### src/rtl/fetch_redirect_unit_pkg.sv
// Shared fetch-stage definitions: FSM encoding, NOP word, default boot PC.
// The optional performance counters are enabled by defining FETCH_PERF_EN.
package fetch_redirect_unit_pkg;

    localparam logic [31:0] RISCV_NOP        = 32'h0000_0013;
    localparam logic [31:0] DEFAULT_RESET_PC = 32'h0000_0000;

    typedef enum logic [1:0] {
        FETCH_BOOT    = 2'd0,
        FETCH_RUN     = 2'd1,
        FETCH_DISCARD = 2'd2
    } fetch_state_e;

    function automatic logic [31:0] align_word(input logic [31:0] addr);
        return {addr[31:2], 2'b00};
    endfunction

endpackage

### src/rtl/fetch_redirect_unit_perf_counters.sv
// Redirect / dropped-response event counters for the fetch stage.
// Only built when FETCH_PERF_EN is defined; both counters wrap at 2^PERF_W.
`ifdef FETCH_PERF_EN
module fetch_perf_counters #(
    parameter int PERF_W = 32
) (
    input  logic              clk,
    input  logic              rst_n,
    input  logic              redirect,
    input  logic              discard,
    output logic [PERF_W-1:0] perf_redirects,
    output logic [PERF_W-1:0] perf_discards
);

    always_ff @(posedge clk or negedge rst_n) begin
        if (!rst_n) begin
            perf_redirects <= '0;
            perf_discards  <= '0;
        end else begin
            if (redirect) perf_redirects <= perf_redirects + PERF_W'(1);
            if (discard)  perf_discards  <= perf_discards + PERF_W'(1);
        end
    end

endmodule
`endif

### src/rtl/fetch_redirect_unit.sv
// Fetch-stage PC sequencer: one outstanding imem request, redirect/flush handling, stall skid.
// Define FETCH_PERF_EN to instantiate fetch_perf_counters; otherwise perf outputs are tied to 0.
module fetch_redirect_unit
    import fetch_redirect_unit_pkg::*;
#(
    parameter logic [31:0] RESET_PC = DEFAULT_RESET_PC,
    parameter int          PERF_W   = 32
) (
    input  logic              clk,
    input  logic              rst_n,
    input  logic              stall,
    input  logic              x_pc_select,
    input  logic [31:0]       x_target,
    output logic              imem_req,
    output logic [31:0]       imem_addr,
    input  logic              imem_ready,
    input  logic              imem_rvalid,
    input  logic [31:0]       imem_rdata,
    output logic              f_valid,
    output logic [31:0]       f_instr,
    output logic [31:0]       f_pc,
    output logic              fd_flush,
    output logic              dx_flush,
    output logic              fetch_misalign,
    output logic [PERF_W-1:0] perf_redirects,
    output logic [PERF_W-1:0] perf_discards,
    output fetch_state_e      fsm_state
);

    fetch_state_e state_q;
    logic [31:0]  pc_q;
    logic [31:0]  req_pc_q;
    logic         outstanding_q;
    logic         skid_valid_q;
    logic [31:0]  skid_instr_q;
    logic [31:0]  skid_pc_q;
    logic         run;
    logic         accept;

    // Handshake: a request transfers on any cycle where imem_req && imem_ready;
    // imem_req never depends on imem_ready, and responses return in order.
    assign run       = (state_q == FETCH_RUN);
    assign imem_req  = run && (!outstanding_q || imem_rvalid) && !stall && !(f_valid && stall)
                       && !skid_valid_q && !x_pc_select;
    assign accept    = imem_req && imem_ready;
    assign imem_addr = pc_q;
    assign fd_flush  = x_pc_select;
    assign dx_flush  = x_pc_select;
    assign fsm_state = state_q;

    always_ff @(posedge clk or negedge rst_n) begin
        if (!rst_n) begin
            state_q        <= FETCH_BOOT;
            pc_q           <= RESET_PC;
            req_pc_q       <= '0;
            outstanding_q  <= 1'b0;
            skid_valid_q   <= 1'b0;
            skid_instr_q   <= RISCV_NOP;
            skid_pc_q      <= '0;
            f_valid        <= 1'b0;
            f_instr        <= RISCV_NOP;
            f_pc           <= '0;
            fetch_misalign <= 1'b0;
        end else begin
            fetch_misalign <= x_pc_select && (|x_target[1:0]);

            if (accept) begin
                pc_q          <= pc_q + 32'd4;
                req_pc_q      <= pc_q;
                outstanding_q <= 1'b1;
            end else if (imem_rvalid) begin
                outstanding_q <= 1'b0;
            end

            if (x_pc_select) begin
                // A response landing in the redirect cycle itself is simply dropped here.
                pc_q         <= align_word(x_target);
                f_valid      <= 1'b0;
                skid_valid_q <= 1'b0;
                state_q      <= (outstanding_q && !imem_rvalid) ? FETCH_DISCARD : FETCH_RUN;
            end else begin
                case (state_q)
                    FETCH_BOOT:    state_q <= FETCH_RUN;
                    FETCH_DISCARD: if (imem_rvalid) state_q <= FETCH_RUN;
                    default:       ;
                endcase

                if (!stall) begin
                    if (run && imem_rvalid) begin
                        f_valid <= 1'b1;
                        f_instr <= imem_rdata;
                        f_pc    <= req_pc_q;
                    end else if (skid_valid_q) begin
                        f_valid      <= 1'b1;
                        f_instr      <= skid_instr_q;
                        f_pc         <= skid_pc_q;
                        skid_valid_q <= 1'b0;
                    end else begin
                        f_valid <= 1'b0;
                    end
                end else if (run && imem_rvalid) begin
                    skid_valid_q <= 1'b1;
                    skid_instr_q <= imem_rdata;
                    skid_pc_q    <= req_pc_q;
                end
            end
        end
    end

`ifdef FETCH_PERF_EN
    logic discard_event;
    assign discard_event = ((state_q == FETCH_DISCARD) && imem_rvalid) || (x_pc_select && skid_valid_q);

    fetch_perf_counters #(.PERF_W(PERF_W)) u_perf (
        .clk            (clk),
        .rst_n          (rst_n),
        .redirect       (x_pc_select),
        .discard        (discard_event),
        .perf_redirects (perf_redirects),
        .perf_discards  (perf_discards)
    );
`else
    assign perf_redirects = '0;
    assign perf_discards  = '0;
`endif

endmodule

### config.mk
export PLATFORM = sky130hd
export DESIGN_NAME = fetch_redirect_unit
export DESIGN_NICKNAME = d
export VERILOG_FILES = /design/src/rtl/fetch_redirect_unit_pkg.sv /design/src/rtl/fetch_redirect_unit_perf_counters.sv /design/src/rtl/fetch_redirect_unit.sv
export SDC_FILE = /design/constraint.sdc
export NUM_CORES = 1
export LEC_CHECK = 0
export ABC_AREA = 1
export BUFFER_PORTS_ARGS = -buffer_cell sky130_fd_sc_hd__clkbuf_2
export CORE_MARGIN = 2
export CORE_UTILIZATION = 38
export DETAILED_ROUTE_END_ITERATION = 7
export GPL_ROUTABILITY_DRIVEN = 0
export SKIP_CTS_REPAIR_TIMING = 1
export SLEW_MARGIN = 15
export SYNTH_ARGS = -nofsm -noshare
export SYNTH_HDL_FRONTEND = slang
export SYNTH_SLANG_ARGS = --single-unit
### constraint.sdc
create_clock -name clk -period 2.7 [get_ports clk]
set_clock_uncertainty 0.2 [all_clocks]
set_input_delay 0.135 -clock clk [delete_from_list [all_inputs] [get_ports clk]]
set_output_delay 0.135 -clock clk [all_outputs]
set_load 0.02 [all_outputs]
==> Yosys cells after proc, flatten, opt, wreduce, memory -nomap -nowiden <==
Index checks and enable logic that the tools add are counted.
{ "op_classes": {"n_addsub": 1, "n_eq_ne": 6, "mux": 20, "bitwise": 2, "n_reduce_logical": 27} }
{ "op_table": {"columns": ["cell", "count"], "rows": [
  ["32-bit 2-to-1 mux", 6],
  ["32-bit by 3-bit adder with 32-bit output, second input constant", 1],
  ["1-bit logical AND", 10],
  ["1-bit 2-to-1 mux", 10],
  ["1-bit zero test", 6],
  ["2-bit 2-to-1 mux", 3],
  ["3-bit != test, second input constant", 2],
  ["3-bit AND reduction", 2],
  ["2-bit nonzero test", 3],
  ["2-bit one-hot mux with 2 select lines", 1],
  ["2-bit AND reduction", 2],
  ["3-bit by 1-bit != test with 1-bit output, second input constant", 1],
  ["3-bit nonzero test", 1],
  ["2-bit by 1-bit == test with 1-bit output, second input constant", 1],
  ["2-bit == test, second input constant", 1],
  ["2-bit zero test", 1],
  ["2-bit by 1-bit != test with 1-bit output, second input constant", 1],
  ["1-bit inverter", 2],
  ["2-bit OR reduction", 1],
  ["1-bit logical OR", 1]
]} }
{ "totals": {"register_bits": 198, "inputBits": 70, "output_inout_bits": 167, "word_cells": 67} }

==> Depth between registers and ports, before layout <==
{ "logic_depth": {"ltp_word": 10, "ltp_mapped": 11, "ltp_nobuf": 9} }

==> Least setup slack after synthesis <==
No wires, ideal clock.
{ "synth_path": {"path_kind": "flip-flop to flip-flop", "startpoint": "register pc_q[3], in the netlist imem_addr[3]", "endpoint": "register pc_q[26], in the netlist imem_addr[26]", "setup_ns": 0.117, "arrival_time_ns": 1.532, "required_ns": 2.383, "path_slack_ns": 0.850, "path_stages_with_launch": 9, "n_path_buf": 0, "period_less_slack_ns": 1.850, "cell_sequence": "dfrtp_1 -> ha_1 -> nand2_1 -> nor2_1 -> nand2_1 -> nor2_1 -> nand3_1 -> nand3_1 -> nand2_1"} }
{ "synth_via": {"elab_chain_cells": 3} }
{ "synth_rtl": {"columns": ["item", "line_no", "rtl"], "rows": [
  ["start: declaration", "fetch_redirect_unit.sv:31", "logic [31:0] pc_q;"],
  ["start signal: assignment", "fetch_redirect_unit.sv:68", "pc_q <= pc_q + 32'd4;"],
  ["start signal: assignment", "fetch_redirect_unit.sv:77", "pc_q <= align_word(x_target);"],
  ["32-bit by 3-bit adder with 32-bit output", "fetch_redirect_unit.sv:68", null],
  ["32-bit 2-to-1 mux", "fetch_redirect_unit.sv:67", "if (accept) begin"],
  ["32-bit 2-to-1 mux", "fetch_redirect_unit.sv:75", "if (x_pc_select) begin"]
]} }
Every way passes these cells. The select of a mux whose other input is x is not followed.
A chain may end at the register's enable or synchronous reset.

==> Worst setup path after layout <==
{ "layout_path": {"startpoint": "input port x_pc_select", "endpoint": "register pc_q[10], in the netlist imem_addr[10]"} }
{ "layout_via": {"elab_chain_cells": 4, "elab_cells_between_ends": 5, "classes_between": "mux: 1; reduce/logical: 4"} }
{ "layout_rtl": {"columns": ["item", "line_no", "rtl"], "rows": [
  ["start: declaration", "fetch_redirect_unit.sv:12", "input logic x_pc_select,"],
  ["1-bit zero test", "fetch_redirect_unit.sv:44", "&& !skid_valid_q && !x_pc_select;"],
  ["1-bit logical AND", "fetch_redirect_unit.sv:44", null],
  ["1-bit logical AND", "fetch_redirect_unit.sv:45", "assign accept = imem_req && imem_ready;"],
  ["2-bit nonzero test (no line)", null, null]
]} }
Parallel ways exist; a longest one is shown, timed or not.

==> impl_results.md <==
- Cell Chain, Critical Path: dlygate4sd3_1 > clkbuf_2 > inv_6 > nand2_2 > nor2_2 > nand3_2 > buf_4 > nand2_2 > inv_2 > nand2_1 > nand3_1
- Die ar.: roughly 25000 um2
- Max-Cap Viols: 0
- Die H: 159 um
- M1 wire length: between 10 and 15 mm
- Syn Area/Cell: just under 8 um2
- PD cells: 759 nW/um2
- Fillers: around 2400
- Ys Warns: 0
- Final Slew Violations: 0
- Status: complete, no violations
- Diodes inserted: 0
- Area added between synthesis and finish: 23.5%
- Fin util: about half
- Nets@finish: around 1500
- Commonest non-fill, non-tap cell in the layout: nand2_1
- Starting DRT DRC Count: 532
- HP Class: primary input to flip-flop
- Cts bufs inserted: 17
- Vias: 7758
- Leak: ~0.0057 uW
- Antenna violations before repair: 0
- Met2 WL: around 11 mm
- Met3 Wirelength: around 1.1 mm
- Crit path largest cell delay: ~0.52 ns
- Final min period: around 2.2 ns
- CTS tree: built
- Top cell family by delay on the critical path: buffers and inverters
- Endpoint class of the critical path: flip-flop
- Yosys reg bits: 190
- CTS Sinks: 190
- Worst reg2reg path startpoint: fsm_state[1]$_DFFE_PN0P_
- Reg clk slew, reported paths: roughly 0.07 ns
- Clk Latency, worst-skew pair: approximately 0.43 ns
- Number of global-route vias before repair: ~7000
- # IOs: approximately 240
- Post-synthesis cell type count: 28
- Worst reg2reg path depth: 6
- RSZ-0062 raised after global routing: false
- Final worst path period share: approximately four fifths
- CTS root buffer: clkbuf_16
- CP max stage cell: dlygate4sd3_1
- Most common cell on crit path: nand2_2
- R2r endpoint: skid_instr_q[8]$_DFFE_PN0P_
- Vias per cell: 4.52
- Starting Density: 38.9%
- Worst Setup EP: imem_addr[10]$_DFFE_PN0P_
- Post-DP HPWL: 15.4 mm
- Crit path buffers/inverters: 5
- DR DRC count: 0
- Layout cells sized above 1: between 10% and 20%
- WL/cell: 13.2 um
- Largest buffer count on any clock path: 2
- Crit path DAT: between 2 and 2.5 ns
- Max Freq: ~0.46 GHz
- CP Launch Point: x_pc_select
- Max-slew headroom: around 57%
- Total GRT Usage: around 18%
- Die width: approximately 160 um
- Worst setup path category: primary input to flip-flop
- I/O Buffers: roughly 170
- Mapped Area: ~9200 um2
- Startpoint Class: primary input
- CP Depth: 11
- TritonRoute pass-1 iters: 5
- Total grt overflow: 0
- Core box area: about 24000 um2
- Most frequent cells in the layout: nand2_1 (494), dfrtp_1 (184), clkbuf_2 (167)
- VDD IR-drop max: approximately 0.44 mV
- Hold Vio Cnt, Final: 0
- Mapped Cells: 1173
- Required @ worst endpoint: approximately 2.9 ns
- DR top layer: met4
- Total routed wirelength: about 23 mm
- Flop-to-flop setup slack: 0.56 ns
- Final count of negative-setup-slack endpoints: 0
- Global-route wire length before repair: approximately 37 mm
- Worst slew pin tran: 0.646 ns
- Largest net degree at the start of global routing: around 130
- Final setup TNS: 0 ns
- Row count: between 50 and 60
- Sequential area share after synthesis: 52.0%
- Post-route ant nets: 0
- H-tree lvl count: 4
- CP max FO: 65
-- worst min-delay path: cells and delay by family --
family | cells | cell delay, ns
AOI/OAI and AO/OA | 1 | 0.07
buffers and inverters | 2 | 0.29
and+or+nand+nor | 2 | 0.18
-- cell type report --
type	instances	area [um2]	share of cell area, %
Tap cell	319	399	3.53
Inverter	63	241	2.13
Sequential cell	190	4760	42.1
Clock inverter	13	120	1.06
Multi-Input combinational cell	861	3630	32.1
Clock buffer	19	443	3.91
Timing Repair Buffer	253	1720	15.2
-- metrics by stage --
step | total power, uW | cells | instance area, um2 | setup WS, ns | hold WS (ns)
after floorplan | 5430 | 1240 | 9410 | 0.850 | -0.361
after global placement | 6120 | 1617 | 10100 | 0.614 | -0.00461
after detailed placement | 6180 | 1617 | 10100 | 0.546 | 0.00133
after CTS | 8630 | 1649 | 10600 | 0.525 | -0.475
after global routing | 9160 | 1718 | 11300 | 0.304 | 0.109
final | 8590 | 1718 | 11300 | 0.524 | 0.0782
-- Yosys cell counts --
cell,n,share of area [%]
inv_1,59,2.4
buf_2,31,1.7
a31oi_1,63,4.3
nand2_2,2,0.14
a21oi_1,1,0.055
inv_6,1,0.096
clkbuf_1,20,0.82
nor2_1,104,4.3
buf_6,2,0.25
buf_4,72,5.9
xnor2_1,2,0.19
and2_1,2,0.14
xor2_1,4,0.38
nand3_1,66,3.6
buf_1,1,0.041
ha_1,1,0.14
dfrtp_1,184,50
a21oi_4,1,0.18
conb_1,1,0.041
or2_2,1,0.068
nor4_1,1,0.068
o21ai_0,46,2.5
a21o_1,1,0.082
inv_2,3,0.12
dfstp_2,6,1.7
nand2_1,494,20
o211ai_1,2,0.16
nor2_2,2,0.14
-- where the power goes --
| part | internal [uW] | switching (uW) |
|---|---|---|
| registers | 3540 | 485 |
| clock network | 1240 | 1180 |
| logic | 763 | 1380 |
| total | 5550 | 3040 |
-- sequential cells by signal, indices dropped and copies added, names as in the netlist, 2 cells and up --
signal and count:
f_instr 32, skid_instr_q 32, f_pc 30, imem_addr 30
req_pc_q 30, skid_pc_q 30, fsm_state 2
-- per-layer routing --
layer	up-vias	GRT usage (%)
met5	-	0
met3	4	4.04
met2	219	27.7
met4	0	3.97
met1	3557	26.1
li1	3978	-
-- cells by family (layout without fill, tap and decap cells) --
group,Yosys count,after routing,share of synthesized area (%)
and+or+nand+nor,672,672,28.6
adders and majority gates,1,1,0.137
xor gates and xnor gates,6,6,0.574
DFF,190,190,52.0
other,1,68,0.0409
buffers and inverters,189,348,11.3
AOI/OAI and AO/OA,114,114,7.29
-- worst min-delay path by stage --
stage	startpoint	end	slack, ns	depth (start not counted)
floorplan	rst_n	f_instr[10]$_DFFE_PN0P_	-0.36	0
global placement	rst_n	f_instr[18]$_DFFE_PN0P_	-0.005	1
detailed placement	rst_n	f_instr[18]$_DFFE_PN0P_	0.001	1
CTS	rst_n	f_instr[18]$_DFFE_PN0P_	-0.48	1
global route	imem_ready	req_pc_q[4]$_DFFE_PN0P_	0.11	5
finish	imem_ready	req_pc_q[4]$_DFFE_PN0P_	0.08	5
No activity file was read; power rests on OpenSTA's default activity.
